===== config.mk =====
export PLATFORM = sky130hd
export DESIGN_NAME = field_update_engine
export DESIGN_NICKNAME = d
export VERILOG_FILES = /design/src/rtl/field_update_engine.sv
export SDC_FILE = /design/constraint.sdc
export NUM_CORES = 1
export LEC_CHECK = 0
export BUFFER_PORTS_ARGS = -buffer_cell sky130_fd_sc_hd__buf_2
export CORE_ASPECT_RATIO = 0.7
export CORE_MARGIN = 2
export CORE_UTILIZATION = 45
export DETAILED_ROUTE_END_ITERATION = 16
export GPL_TIMING_DRIVEN = 0
export PLACE_DENSITY_LB_ADDON = 0.25
export SYNTH_ARGS = -nofsm -noshare
export SYNTH_HDL_FRONTEND = slang
export SYNTH_SLANG_ARGS = --single-unit

===== constraint.sdc =====
create_clock -name clk -period 3.49 [get_ports clk]
set_clock_uncertainty 0.2 [all_clocks]
set_input_delay 0 -clock clk [delete_from_list [all_inputs] [get_ports clk]]
set_output_delay 0 -clock clk [all_outputs]
set_load 0.02 [all_outputs]

===== src/rtl/field_update_engine.sv =====
// field_update_engine: applies queued bit-field writes (lsb, len, data) to a
// WIDTH-bit held register with read-modify-write semantics, i.e.
// value[lsb +: len+1] = data, dropping any bits that land above WIDTH-1.
// Requests enter a 2-deep FIFO; a two-state FSM pops one request (IDLE) and
// commits it on the following edge (APPLY), so throughput is one per 2 cycles.
// Optional build macro FIELD_UPDATE_TRACE_EN: prints "===> %x" of the new value
// on every commit that changes the register (simulation only).
module field_update_engine #(
  parameter int                 WIDTH     = 8,
  parameter int                 LSBW      = 3,
  parameter logic [WIDTH-1:0]   RESET_VAL = '0
) (
  input  logic             clk,
  input  logic             rst,
  input  logic             req_valid,
  output logic             req_ready,
  input  logic [LSBW-1:0]  req_lsb,
  input  logic [LSBW-1:0]  req_len,
  input  logic [WIDTH-1:0] req_data,
  output logic [WIDTH-1:0] value,
  output logic             changed,
  output logic             err,
  output logic             busy
);

  // Update arithmetic is carried out wide enough that a full-width field
  // shifted to the top bit cannot wrap before truncation.
  localparam int EW = WIDTH + LSBW + 1;

  typedef enum logic {IDLE, APPLY} state_t;

  state_t state_reg, state_next;

  // Request FIFO storage (no reset needed; guarded by count)
  logic [LSBW-1:0]  fifo_lsb  [2];
  logic [LSBW-1:0]  fifo_len  [2];
  logic [WIDTH-1:0] fifo_data [2];
  logic             wr_ptr_reg, rd_ptr_reg;
  logic [1:0]       count_reg;
  logic             push, pop;

  // Request being applied
  logic [LSBW-1:0]  apply_lsb_reg, apply_len_reg;
  logic [WIDTH-1:0] apply_data_reg;

  logic [WIDTH-1:0] value_reg;
  logic             changed_reg, err_reg;

  logic [EW-1:0]    ones_w, mask_w, data_w, value_w;
  logic [EW-1:0]    shift_amt;
  logic [WIDTH-1:0] new_value;
  logic             range_err;

  // Ready depends only on stored occupancy, never on req_valid.
  assign req_ready = (count_reg != 2'd2);
  assign push      = req_valid && req_ready;

  assign value   = value_reg;
  assign changed = changed_reg;
  assign err     = err_reg;
  assign busy    = (count_reg != 2'd0) || (state_reg == APPLY);

  // FIFO entry write on accepted request
  always_ff @(posedge clk) begin
    if (push) begin
      fifo_lsb[wr_ptr_reg]  <= req_lsb;
      fifo_len[wr_ptr_reg]  <= req_len;
      fifo_data[wr_ptr_reg] <= req_data;
    end
  end

  // FIFO pointers and occupancy
  always_ff @(posedge clk or posedge rst) begin
    if (rst) begin
      wr_ptr_reg <= 1'b0;
      rd_ptr_reg <= 1'b0;
      count_reg  <= 2'd0;
    end else begin
      if (push) wr_ptr_reg <= ~wr_ptr_reg;
      if (pop)  rd_ptr_reg <= ~rd_ptr_reg;
      count_reg <= count_reg + {1'b0, push} - {1'b0, pop};
    end
  end

  // FSM state register
  always_ff @(posedge clk or posedge rst) begin
    if (rst) state_reg <= IDLE;
    else     state_reg <= state_next;
  end

  // FSM next state and pop decision
  always_comb begin
    state_next = state_reg;
    pop        = 1'b0;
    case (state_reg)
      IDLE: begin
        if (count_reg != 2'd0) begin
          pop        = 1'b1;
          state_next = APPLY;
        end
      end
      APPLY:   state_next = IDLE;
      default: state_next = IDLE;
    endcase
  end

  // Latch the FIFO head into the apply registers when popped
  always_ff @(posedge clk or posedge rst) begin
    if (rst) begin
      apply_lsb_reg  <= '0;
      apply_len_reg  <= '0;
      apply_data_reg <= '0;
    end else if (pop) begin
      apply_lsb_reg  <= fifo_lsb[rd_ptr_reg];
      apply_len_reg  <= fifo_len[rd_ptr_reg];
      apply_data_reg <= fifo_data[rd_ptr_reg];
    end
  end

  // Masked read-modify-write of the held value, plus range check
  always_comb begin
    shift_amt = {{(EW-LSBW){1'b0}}, apply_len_reg} + EW'(1);
    ones_w    = (EW'(1) << shift_amt) - EW'(1);
    mask_w    = ones_w << apply_lsb_reg;
    data_w    = EW'(apply_data_reg) << apply_lsb_reg;
    value_w   = EW'(value_reg);
    new_value = WIDTH'((value_w & ~mask_w) | (data_w & mask_w));
    range_err = ({1'b0, apply_lsb_reg} + {1'b0, apply_len_reg}) > (LSBW+1)'(WIDTH-1);
  end

  // Commit in APPLY; status pulses are registered alongside the commit
  always_ff @(posedge clk or posedge rst) begin
    if (rst) begin
      value_reg   <= RESET_VAL;
      changed_reg <= 1'b0;
      err_reg     <= 1'b0;
    end else if (state_reg == APPLY) begin
      value_reg   <= new_value;
      changed_reg <= (new_value != value_reg);
      err_reg     <= range_err;
    end else begin
      changed_reg <= 1'b0;
      err_reg     <= 1'b0;
    end
  end

`ifdef FIELD_UPDATE_TRACE_EN
  // Trace every commit that alters the register
  always @(posedge clk) begin
    if (!rst && state_reg == APPLY && new_value != value_reg)
      $display("===> %x", new_value);
  end
`endif

endmodule


==> qor.yml <==
floorplanning:
  start_util_pct: 47.2
  coreArea_um2: 6310
  fp.dieW_um: 101
  die_h_um: 72.1
  rows: 24
  dieArea_um2: 7290
  io_pins: 29
route:
  drc: 0
  drt-initial-drc-count: 119
  first_pass_iters: 4
  wl_per_cell_um: 14.9
  viasPerCell: 5.40
  vias: 2138
  drt.antenna.violating_nets: 0
  wl_mm: 5.90
global_routing:
  antenna_found_initial: 0
  grt_max_degree: 30
  grt_pass1_vias: 2088
  grt_pass1_wl_mm: 10.0
  gr-total-overflow: 0
  grtUsageTotal_pct: 18.1
placed_design:
  gp_congestion: 0.890
  placed_area_um2: 3220
  io_buffer_count: 28
  dp_slack_ns: 0.751
  hpwl_mm: 4.15
  dp_cells: 364
synth:
  synth_edf_count: 28
  syn-num-nets: 280
  ys.warnings.count: 0
  syn_inst: 258
  muxShareOfSynthArea_pct: 11.7
  netlist_area_um2: 2980
  synth-compound-area-share_pct: 12.9
  yosysUniqueCellTypes: 52
  synth-seq-area-share_pct: 52.6
  synth-adder-area-share_pct: 2.10
  synthSimpleGateAreaFrac_pct: 11.1
  synth-async-reset-ratio_pct: 50.9
  syn_avg_cell_area_um2: 11.5
  ys_ff_latch: 57
  yosys_most_used_dff: "dfrtp_1"
  synth-xor-area-share_pct: 4.12
  synth_top_family_by_area: "compound AO/OA/AOI/OAI gates"
final_layout:
  stdcell_count: 396
  fin_nets: 335
  diodes: 0
  drive_above_1_share_pct: 22.0
  syn2layout_area_growth_pct: 21.0
  final_common_cell: "buf_2"
  largest_register_ffs: 16
  finish.instance_area_um2: 3600
  final_util_pct: 57.1
  final_cell_mix: "buf_2 (30), dfrtp_1 (29), mux2i_1 (28), edfxtp_1 (28), nand2_1 (20)"
clocking:
  clk_path_buf_depth: 2
  cts_num_sinks: 57
  cts-buffers-inserted: 9
  cts.reportedPaths.clkPinSlew_ns: 0.07
  cts_tree: "yes"
  worstSkewPairLatency_ns: 0.33
  cts_root_buf: "clkbuf_8"
  h-tree-depth: 3
timing:
  slew_headroom_pct: 13.0
  finalSetupViolations: 0
  drv_slew: 0
  min_period_over_period_pct: 79.1
  worst_pin_slew_ns: 1.30
  setup_slack_ns: 0.730
  hold_viol: 0
  min_period_ns: 2.76
  holdWs_ns: 0.186
  setup_tns_ns: 0
  fmax_mhz: 362
  rsz0062_at_grt: "false"
worst_setup_path:
  critPathLaunchType: "flop"
  cp_num_buf_inv: 1
  cp_top_family: "compound AO/OA/AOI/OAI gates"
  worst-path-max-fanout: 10
  slowest_stage: "dfrtp_1"
  endpoint_kind: "flop"
  worstPathArrival_ns: 2.77
  max_stage_delay_ns: 0.48
  critical_path_class: "flop to flop"
  rrSetupSlack_ns: 0.73
  cp.required_ns: 3.50
  cp_cell_sequence: "or3_4 > ha_1 > buf_4 > and2_0 > o21ai_0 > o2111ai_1 > a32o_1 > a22oi_1 > a31oi_1"
run_status:
  status: "complete, no violations"
job:
  maxCapViolCount: 0
pwr:
  total_power_mw: 3.84
  peakVddDrop_uv: 391
  powerDensity_nw_per_um2: 1070
  leakage_nw: 1.48
min_path:
  hold_class: "input port to flop"
==> worst paths after layout <==
| check | from | to | depth (start not counted) |
|---|---|---|---|
| min in group asynchronous | rst | value[1] | 3 |
| max in group asynchronous | rst | apply_lsb_reg[1] | 3 |
| worst min register to register | apply_data_reg[6] | apply_data_reg[6] | 2 |
| worst max-delay path | apply_len_reg[2] | changed | 9 |
| worst min-delay path | req_data[2] | fifo_data[1][2] | 2 |
| worst max register to register | apply_len_reg[2] | changed | 9 |
==> synth_stat cells, types with 3 or more instances <==
master    instances  share of area, %
nor3_1            8               1.3
mux2i_1          28               9.4
inv_2             3              0.38
nand2_1          20               2.5
buf_6             6               2.3
o21ai_0          17               2.9
edfxtp_1         28                28
nand2b_1          4              0.84
buf_4             4               1.0
ha_1              5               2.1
a21oi_1          16               2.7
nor2_1           12               1.5
dfrtp_1          29                24
nor2b_1           4              0.84
a211oi_1          4               1.0
xnor2_1          11               3.2
a31oi_1           4              0.84
xor2_1            3              0.88
inv_1             5              0.63
clkbuf_1          6              0.76
==> metal layers <==
layer / vias to the layer above / global-route usage, % / routed length, um
met5: - / 0 / 0
met4: 0 / 6.01 / 68
met3: 8 / 5.11 / 296
met2: 49 / 27.0 / 2670
met1: 1023 / 25.6 / 2870
li1: 1058 / - / -
==> power breakdown <==
| part | internal, mW | switching, mW | total, mW |
|---|---|---|---|
| Combinational | 0.856 | 1.13 | 1.99 |
| Clock | 0.409 | 0.285 | 0.694 |
| Sequential | 0.975 | 0.179 | 1.15 |
| Total | 2.24 | 1.60 | 3.84 |
==> logic make-up after synthesis <==
kind of cell,after synthesis
flops,57
xor+xnor,14
simple gates,62
mux,33
compound gates,60
fa+ha+maj,5
other cells,1
buf+inv,26
==> area by class of cell <==
class / count / area [um2]
inverter: 8 / 30.0
clock inverter: 7 / 103
fill: 538 / 2700
timing repair buffer: 44 / 300
sequential: 57 / 1570
buffer: 18 / 130
multi-input combinational: 175 / 1250
tap: 78 / 97.6
clock buffer: 9 / 124
==> worst register-to-register path, stage by stage (launching register included) <==
cell and delay, ns:
dfrtp_1 0.48, or3_4 0.45, ha_1 0.27, buf_4 0.20
and2_0 0.15, o21ai_0 0.15, o2111ai_1 0.14, a32o_1 0.31
a22oi_1 0.18, a31oi_1 0.11
==> what timing repair did <==
item | 4_1_cts | 5_1_grt
buffers inserted | 0 | 0
hold buffers | 16 | 0
gates resized for setup | 0 | 0
hold endpoints to repair | 58 | 0
No activity file was read; power rests on OpenSTA's default activity.
